[config.mk]
export PLATFORM = sky130hd
export DESIGN_NAME = bp_io_cmd_arbiter
export DESIGN_NICKNAME = d
export VERILOG_FILES = /design/src/rtl/bp_me_pkg.sv /design/src/rtl/bsg_fifo_1r1w_small.sv /design/src/rtl/bp_io_cmd_arbiter.sv
export SDC_FILE = /design/constraint.sdc
export NUM_CORES = 1
export LEC_CHECK = 0
export ABC_AREA = 0
export ABC_CLOCK_PERIOD_IN_PS = 3200
export BUFFER_PORTS_ARGS = -buffer_cell sky130_fd_sc_hd__buf_4
export CAP_MARGIN = 30
export CORE_AREA = 4 4 129 131
export CTS_CLUSTER_DIAMETER = 40
export DETAILED_ROUTE_END_ITERATION = 8
export DIE_AREA = 0 0 133 135
export PLACE_DENSITY = 0.5
export SLEW_MARGIN = 20
export SYNTH_ARGS = -nofsm -noshare
export SYNTH_HDL_FRONTEND = slang
export SYNTH_SLANG_ARGS = --single-unit
[constraint.sdc]
create_clock -name clk_i -period 3.2 [get_ports clk_i]
set_clock_uncertainty 0.15 [all_clocks]
set_input_delay 0.64 -clock clk_i [delete_from_list [all_inputs] [get_ports clk_i]]
set_output_delay 0.64 -clock clk_i [all_outputs]
set_load 0.01 [all_outputs]
[src/rtl/bp_me_pkg.sv]
`default_nettype none
// +----------------------------------------------------------------------+
// | bp_me_pkg: shared types and helpers for the IO command arbiter       |
// | Revision: 1.0                                                        |
// +----------------------------------------------------------------------+
package bp_me_pkg;

   typedef enum logic [0:0] {
      e_io_arb_idle = 1'b0,
      e_io_arb_busy = 1'b1
   } bp_io_arb_state_e;

   function automatic int wrap_add(input int base, input int ofs, input int n);
      return (base + ofs) % n;
   endfunction

endpackage
`default_nettype wire

[src/rtl/bsg_fifo_1r1w_small.sv]
`default_nettype none
// +----------------------------------------------------------------------+
// | bsg_fifo_1r1w_small: small circular FIFO with occupancy count        |
// | Revision: 1.0                                                        |
// +----------------------------------------------------------------------+
module bsg_fifo_1r1w_small #(
   parameter int width_p = 1,
   parameter int els_p   = 4
) (
   input  logic                         clk_i,
   input  logic                         reset_i,
   input  logic                         v_i,
   output logic                         ready_o,
   input  logic [width_p-1:0]           data_i,
   output logic                         v_o,
   output logic [width_p-1:0]           data_o,
   input  logic                         yumi_i,
   output logic [$clog2(els_p+1)-1:0]   count_o
);

   localparam int c_ptr_w = $clog2(els_p);
   localparam int c_cnt_w = $clog2(els_p + 1);

   logic [width_p-1:0] r_mem [els_p];
   logic [c_ptr_w-1:0] r_wptr;
   logic [c_ptr_w-1:0] r_rptr;
   logic [c_cnt_w-1:0] r_count;
   logic               w_push;
   logic               w_pop;

   // Fullness comes from registered count only, so a same-cycle pop never frees a slot early.
   assign ready_o = (r_count != c_cnt_w'(els_p));
   assign v_o     = (r_count != '0);
   assign data_o  = r_mem[r_rptr];
   assign count_o = r_count;
   assign w_push  = v_i & ready_o;
   assign w_pop   = yumi_i & v_o;

   always_ff @(posedge clk_i) begin
      if (reset_i) begin
         r_wptr  <= '0;
         r_rptr  <= '0;
         r_count <= '0;
      end else begin
         if (w_push)
            r_wptr <= (r_wptr == c_ptr_w'(els_p - 1)) ? '0 : r_wptr + c_ptr_w'(1);
         if (w_pop)
            r_rptr <= (r_rptr == c_ptr_w'(els_p - 1)) ? '0 : r_rptr + c_ptr_w'(1);
         case ({w_push, w_pop})
            2'b10:   r_count <= r_count + c_cnt_w'(1);
            2'b01:   r_count <= r_count - c_cnt_w'(1);
            default: r_count <= r_count;
         endcase
      end
   end

   always_ff @(posedge clk_i) begin
      if (w_push)
         r_mem[r_wptr] <= data_i;
   end

endmodule
`default_nettype wire

[src/rtl/bp_io_cmd_arbiter.sv]
`default_nettype none
// +----------------------------------------------------------------------+
// | bp_io_cmd_arbiter: round-robin IO command arbiter with message lock  |
// | and in-order response steering back to the issuing requester        |
// | Revision: 1.0                                                        |
// +----------------------------------------------------------------------+
module bp_io_cmd_arbiter
   import bp_me_pkg::*;
#(
   parameter int num_req_p     = 2,
   parameter int data_width_p  = 64,
   parameter int outstanding_p = 4
) (
   input  logic                                 clk_i,
   input  logic                                 reset_n_i,
   input  logic [num_req_p-1:0]                 req_v_i,
   input  logic [num_req_p*data_width_p-1:0]    req_data_i,
   input  logic [num_req_p-1:0]                 req_last_i,
   output logic [num_req_p-1:0]                 req_ready_o,
   output logic                                 cmd_v_o,
   output logic [data_width_p-1:0]              cmd_data_o,
   output logic                                 cmd_last_o,
   input  logic                                 cmd_ready_i,
   input  logic                                 resp_v_i,
   input  logic [data_width_p-1:0]              resp_data_i,
   output logic                                 resp_ready_o,
   output logic [num_req_p-1:0]                 resp_v_o,
   output logic [data_width_p-1:0]              resp_data_o,
   input  logic [num_req_p-1:0]                 resp_ready_i,
   output logic [$clog2(outstanding_p+1)-1:0]   outstanding_o,
   output logic                                 err_o
);

   localparam int c_sel_w = $clog2(num_req_p);

   bp_io_arb_state_e       r_state;
   logic [c_sel_w-1:0]     r_lock;
   logic [c_sel_w-1:0]     r_rr;
   logic                   r_err;
   logic [c_sel_w-1:0]     w_sel;
   logic [c_sel_w-1:0]     w_idx;
   logic [c_sel_w-1:0]     w_src;
   logic [c_sel_w-1:0]     w_head;
   logic                   w_found;
   logic                   w_fifo_ready;
   logic                   w_fifo_v;
   logic                   w_cmd_hs;
   logic                   w_push;
   logic                   w_pop;
   logic [data_width_p-1:0] w_req_data [num_req_p];

   for (genvar g = 0; g < num_req_p; g++) begin : g_unpack
      assign w_req_data[g] = req_data_i[g*data_width_p +: data_width_p];
   end

   // Descending scan so the requester closest to the rr pointer is written last and wins.
   always_comb begin
      w_sel   = '0;
      w_idx   = '0;
      w_found = 1'b0;
      for (int k = num_req_p - 1; k >= 0; k--) begin
         w_idx = c_sel_w'(wrap_add(int'(r_rr), k, num_req_p));
         if (req_v_i[w_idx]) begin
            w_sel   = w_idx;
            w_found = 1'b1;
         end
      end
   end

   assign w_src = (r_state == e_io_arb_busy) ? r_lock : w_sel;

   always_comb begin
      cmd_v_o     = 1'b0;
      req_ready_o = '0;
      if (reset_n_i) begin
         if (r_state == e_io_arb_busy) begin
            cmd_v_o             = req_v_i[r_lock];
            req_ready_o[r_lock] = cmd_ready_i;
         end else if (w_fifo_ready && w_found) begin
            cmd_v_o            = 1'b1;
            req_ready_o[w_sel] = cmd_ready_i;
         end
      end
   end

   assign cmd_data_o = reset_n_i ? w_req_data[w_src] : '0;
   assign cmd_last_o = reset_n_i & req_last_i[w_src];
   assign w_cmd_hs   = cmd_v_o & cmd_ready_i;
   assign w_push     = w_cmd_hs & (r_state == e_io_arb_idle);

   always_comb begin
      resp_v_o         = '0;
      resp_v_o[w_head] = reset_n_i & resp_v_i & w_fifo_v;
      resp_ready_o     = reset_n_i & resp_ready_i[w_head] & w_fifo_v;
   end

   assign resp_data_o = reset_n_i ? resp_data_i : '0;
   assign w_pop       = resp_v_i & resp_ready_o;
   assign err_o       = r_err;

   bsg_fifo_1r1w_small #(
      .width_p (c_sel_w),
      .els_p   (outstanding_p)
   ) u_tag_fifo (
      .clk_i   (clk_i),
      .reset_i (~reset_n_i),
      .v_i     (w_push),
      .ready_o (w_fifo_ready),
      .data_i  (w_sel),
      .v_o     (w_fifo_v),
      .data_o  (w_head),
      .yumi_i  (w_pop),
      .count_o (outstanding_o)
   );

   always_ff @(posedge clk_i) begin
      if (!reset_n_i) begin
         r_state <= e_io_arb_idle;
         r_lock  <= '0;
         r_rr    <= '0;
         r_err   <= 1'b0;
      end else begin
         if (resp_v_i && !w_fifo_v)
            r_err <= 1'b1;
         case (r_state)
            e_io_arb_idle: begin
               if (w_cmd_hs) begin
                  r_rr <= c_sel_w'(wrap_add(int'(w_sel), 1, num_req_p));
                  if (!cmd_last_o) begin
                     r_state <= e_io_arb_busy;
                     r_lock  <= w_sel;
                  end
               end
            end
            e_io_arb_busy: begin
               if (w_cmd_hs && cmd_last_o)
                  r_state <= e_io_arb_idle;
            end
            default: r_state <= e_io_arb_idle;
         endcase
      end
   end

   // Requesters must keep a stalled beat unchanged until it is accepted.
   for (genvar g = 0; g < num_req_p; g++) begin : g_hold
      a_hold: assert property (@(posedge clk_i) disable iff (!reset_n_i)
         (req_v_i[g] && !req_ready_o[g]) |=> (req_v_i[g] && $stable(w_req_data[g])));
   end

endmodule
`default_nettype wire

== After elaboration in Yosys (flattened, before gate mapping) ==
Memory sizes are Yosys's and may differ from the RTL's. A register that Yosys moved wholly into a read port is not among the register bits.
Index checks and enable logic that the tools add are counted.

* Bits in registers: 11
* Bits in writable memories: 4
* Output and inout port bits: 139
* Word-level logic and storage cells: 99
* Memories: 1

* Add/subtract/negate cells: 6
* Order comparisons: 10
* Eq/ne operators: 5
* Mux-type cells: 43
* Bitwise gates (word level): 16
* Reductions and logical operators: 11

{| class="wikitable"
|+ Memory list
! name !! depth !! width !! rd ports !! clocked after Yosys merged registers in !! write ports !! line !! RTL
|-
| u_tag_fifo.r_mem || 4 || 1 || 1 || 1 || 1 || bsg_fifo_1r1w_small.sv:24 || <nowiki>logic [width_p-1:0] r_mem [els_p];</nowiki>
|}

{| class="wikitable"
|+ Operators with widths
! kind !! count
|-
| 64-bit two-way mux || 5
|-
| 1-bit two-way mux || 26
|-
| 2-bit two-way mux || 7
|-
| 1-bit by 2-bit < comparator with 1-bit output (second input constant) || 6
|-
| 1-bit bitwise AND || 10
|-
| 2-bit bitwise AND || 3
|-
| 2-bit == test (second input constant) || 3
|-
| 1-bit logical AND || 6
|-
| 3-bit case mux with 2 select lines || 1
|-
| 2-bit by 1-bit adder with 2-bit output (second input constant) || 2
|-
| 3-bit by 1-bit adder with 3-bit output (second input constant) || 1
|-
| 1-bit demux with 1-bit select || 3
|-
| 1-bit >= comparator (second input constant) || 3
|-
| 3-bit != test (second input constant) || 1
|-
| 3-bit AND reduction || 1
|-
| 3-bit nonzero test || 1
|-
| 3-bit by 1-bit subtractor with 3-bit output (second input constant) || 1
|-
| 1-bit adder (second input constant) || 2
|-
| 2-bit by 1-bit == test with 1-bit output (second input constant) || 1
|-
| 2-bit >= comparator (second input constant) || 1
|-
| 1-bit NOT || 2
|-
| 1-bit NOT with 2-bit output || 1
|-
| 1-bit case mux with 2 select lines || 1
|-
| 2-bit AND reduction || 1
|-
| 2 further kinds || 2
|}

== Depth between registers and ports, before layout ==
* Depth after elaboration: 14
* Gate-level depth with buffers: 9
* Mapped depth without buffers: 9

== Modules after synthesis ==
From an unflattened synthesis, not the netlist that was laid out.

* Cells, all modules: 390
* Area total of the unflattened synthesis: 2782.7 µm²

{| class="wikitable"
|+ By module, submodules not included
! module !! instances !! cells each !! area an instance (µm²) !! sequential area each (µm²)
|-
| bp_io_cmd_arbiter || 1 || 332 || 2143.3 || 80.1
|-
| bsg_fifo_1r1w_small || 1 || 58 || 639.4 || 300.3
|}

== Worst setup path before layout ==
Ideal clock, no wire load.

* Path kind: reg-to-reg
* Start: register with a tool-made name
* End: register u_tag_fifo.r_count[2] (netlist: u_tag_fifo.count_o[2])
* Library setup time: 0.070 ns
* Data arrival time: 2.379 ns
* Data required time: 2.980 ns
* Slack: 0.601 ns
* Cell stages (with the launch flop): 10
* Path buffers: 0
* Period minus slack after synthesis: 2.599 ns
* Cells stage by stage: dfxtp_1 mux4_2 mux2i_1 nor2_1 ha_1 inv_1 fa_1 xor2_1 or3_1 a21oi_1

{| class="wikitable"
|+ RTL lines
! what !! line !! RTL
|-
| end signal: assignment || bsg_fifo_1r1w_small.sv:50 || <nowiki>2'b10: r_count <= r_count + c_cnt_w'(1);</nowiki>
|-
| end signal: assignment || bsg_fifo_1r1w_small.sv:51 || <nowiki>2'b01: r_count <= r_count - c_cnt_w'(1);</nowiki>
|-
| end signal: assignment || bsg_fifo_1r1w_small.sv:52 || <nowiki>default: r_count <= r_count;</nowiki>
|-
| end: declaration || bsg_fifo_1r1w_small.sv:27 || <nowiki>logic [c_cnt_w-1:0] r_count;</nowiki>
|}

== Worst setup path in the final report ==
* Start: input port req_v_i[0]
* End: output port cmd_data_o[0]

* Cells in the longest elaborated chain, start to end: 10

{| class="wikitable"
|+ Ends and longest elaborated chain
! what !! line !! RTL
|-
| start: declaration || bp_io_cmd_arbiter.sv:16 || <nowiki>input logic [num_req_p-1:0] req_v_i,</nowiki>
|-
| 1-bit two-way mux (implied by the code) (2 in a row) || bp_io_cmd_arbiter.sv:63 || <nowiki>if (req_v_i[w_idx]) begin</nowiki>
|-
| 1-bit two-way mux || bp_io_cmd_arbiter.sv:63 ||
|-
| 1-bit two-way mux (*) || bp_io_cmd_arbiter.sv:63 ||
|-
| 1-bit two-way mux (*) || bp_io_cmd_arbiter.sv:70 || <nowiki>assign w_src = (r_state == e_io_arb_busy) ? r_lock : w_sel;</nowiki>
|-
| 1-bit NOT with 2-bit output (implied by the code) (*) || bp_io_cmd_arbiter.sv:86 || <nowiki>assign cmd_data_o = reset_n_i ? w_req_data[w_src] : '0;</nowiki>
|-
| 64-bit two-way mux (implied by the code) (*) (3 in a row) || bp_io_cmd_arbiter.sv:86 ||
|-
| 64-bit two-way mux (*) || bp_io_cmd_arbiter.sv:86 ||
|-
| end: declaration || bp_io_cmd_arbiter.sv:21 || <nowiki>output logic [data_width_p-1:0] cmd_data_o,</nowiki>
|}

Every way passes the cells marked *; elsewhere a longest branch is shown, timed or not. The select of a mux whose other input is x is not followed.

==> impl_metrics.ini <==
[place]
dpl.hpwl_um = 10200
place.gp.congestion = 0.735
port_buffers = 340
place_area_sq_mm = 0.00507

[global_route]
grt_first_pass_wirelength_um = 17400
grt_max_degree = 69
grt.total_usage = 0.117
grt-ovfl-total = 0
grt_pass1_vias = 3315
antenna_found_initial = 0

[clock_tree]
root_buffer = clkbuf_16
clock_path_buffers = 2
clock_sinks = 17
path_clk_slew_ns = 0.05
postCtsSetupBuffers = 0
ctsHoldBuffers = 0
insertion_delay_ns = 0.24
cts_tree = yes
cts_resized = 0
numCtsBuffers = 3
htree_levels = 1

[synth]
ys_seq_elements = 17
avgSynthCellArea_sq_um = 5.92
synth_nets = 589
synth-async-reset-ratio = 0
yosys.cell_types.count = 34
netlist_area_sq_mm = 0.00225
synth_ff_type = dfxtp_1
synth-edff-count = 4
ys_warn_count = 0
synthCells = 380
ys_seq_area_frac = 0.169

[layout]
layout_commonest_cell = buf_4
synthToLayoutAreaGrowth_pct = 129
layout_common_cells = 344 x buf_4, 132 x nand2_1, 69 x and2_1, 67 x a21oi_1, 14 x nor2_1
drive_above_1_share = 0.511
fin_nets = 913
n_fill_cell = 1661
utilization = 0.330
diodes = 0
design_area_sq_mm = 0.00515

[worst_setup_path]
cp.required_ns = 2.41
cp_slowest_stage_delay_ns = 0.33
worstSetupPathType = in2out
path_cells = buf_4 > nor2b_1 > o21a_2 > buf_12 > nand2_1 > a21oi_1 > buf_4
crit_slowest_cell = nor2b_1
cp_common_cell = buf_4
cp-start-kind = input port
critPathArrivalTime_ns = 2.04
cp_max_fo = 66
crit_path_end_kind = primary output

[power]
totalPowerFinal_mw = 1.17
p_int_mw = 0.786
switching_power_mw = 0.388
clkPwrFrac = 0.211
power_frac_comb = 0.584
sequentialPowerShare = 0.204
p_per_area_mw_per_mm2 = 228
ir_drop_uv = 203
p_leak_nw = 2.67
switching_share = 0.330

[timing]
max-slew-margin-rel = 0.587
fmax_mhz = 353
worstMarginPinSlew_ns = 0.618
period_share = 0.885
setup_viol = 0
period_needed_ns = 2.83
rsz0062_at_grt = no
tns_ns = 0
slew_violations = 0
hold_viol = 0
holdWs_ns = 0.338

[floorplanning]
fp.dieW_um = 133
io_pins = 341
initial_core_util = 0.144
die_h_um = 135
coreArea_sq_mm = 0.0156
rows = 46
dieArea_sq_mm = 0.0180

[run_status]
outcome = finished, final reports clean

[drt]
routedWlPerCell_um = 13.2
wirelength_um = 12100
firstDrtPassIters = 5
antenna_left = 0
first_iter_violations = 99
vias = 3553
drc = 0
vias_per_cell = 3.87

[worst_hold_path]
hp-class = reg2reg

[flow_run]
drv_cap = 0
power by group through the flow:
| stage | Sequential [mW] | Combinational, mW | Clock (mW) |
|---|---|---|---|
| floorplan | 0.243 | 0.271 | 0 |
| global placement | 0.245 | 0.697 | 0 |
| detailed placement | 0.244 | 0.693 | 0 |
| CTS | 0.240 | 0.696 | 0.255 |
| global route | 0.242 | 0.748 | 0.267 |
| finish | 0.240 | 0.686 | 0.248 |
synthesized netlist by cell type (3+ instances only):
master / number / area, sq um
nand2_1: 132 / 495
and2_1: 69 / 432
a21oi_1: 67 / 335
clkbuf_1: 18 / 67.6
nor2_1: 14 / 52.6
dfxtp_1: 13 / 260
buf_2: 11 / 55.1
inv_1: 9 / 33.8
ha_1: 6 / 75.1
mux2i_1: 6 / 60.1
edfxtp_1: 4 / 120
nor3_1: 4 / 20.0
nor2b_1: 3 / 18.8
metrics by stage:
stage | worst slack [ns] | instances
CTS | 0.376 | 919
detailed placement | 0.375 | 915
floorplan | 0.601 | 380
global route | 0.282 | 919
global placement | 0.393 | 915
finish | 0.369 | 919
worst max-delay path, delay by kind of cell:
kind                   cells  cell delay (ns)
AOI/OAI and AO/OA          2             0.42
buffers and inverters      3             0.51
and+or+nand+nor            2             0.42
area by class of cell:
| cell class | instances | area [sq um] | share of cell area |
|---|---|---|---|
| timing repair buffer | 348 | 2660 | 0.517 |
| multi-input combinational | 324 | 1720 | 0.334 |
| sequential | 17 | 380 | 0.0738 |
| tap | 216 | 270 | 0.0525 |
| clock buffer | 3 | 75.1 | 0.0146 |
| inverter | 10 | 37.5 | 0.00729 |
| clock inverter | 1 | 5.00 | 0.000972 |
final timing paths:
kind                                           from                     to  slack (ns)  depth (start not counted)
worst max-delay path                     req_v_i[0]          cmd_data_o[0]        0.37                          7
worst min-delay path                          err_o                  err_o        0.34                          2
worst max register to register  u_tag_fifo.r_mem[3]  u_tag_fifo.count_o[2]        0.44                          9
worst min register to register                err_o                  err_o        0.34                          2
cell families (layout without fill, tap and decap cells):
logic type               after synthesis  count (layout)  share of synthesized area
XOR/XNOR                               2               2                    0.00779
multiplexers                           8               8                     0.0417
adder cells (fa/ha/maj)                7               7                     0.0423
buffers and inverters                 39             362                     0.0712
AO/OA/AOI/OAI                         77              77                      0.181
AND/OR/NAND/NOR                      230             230                      0.486
flip-flops                            17              17                      0.169
routing by layer:
| metal | global-route usage | up-vias | share of wire |
|---|---|---|---|
| met5 | 0 | - | 0 |
| met4 | 0.0248 | 0 | 0.015 |
| met3 | 0.0287 | 16 | 0.074 |
| met2 | 0.209 | 160 | 0.52 |
| met1 | 0.142 | 1504 | 0.39 |
| li1 | - | 1873 | - |
Note: power is estimated with default switching activity, not from simulation.
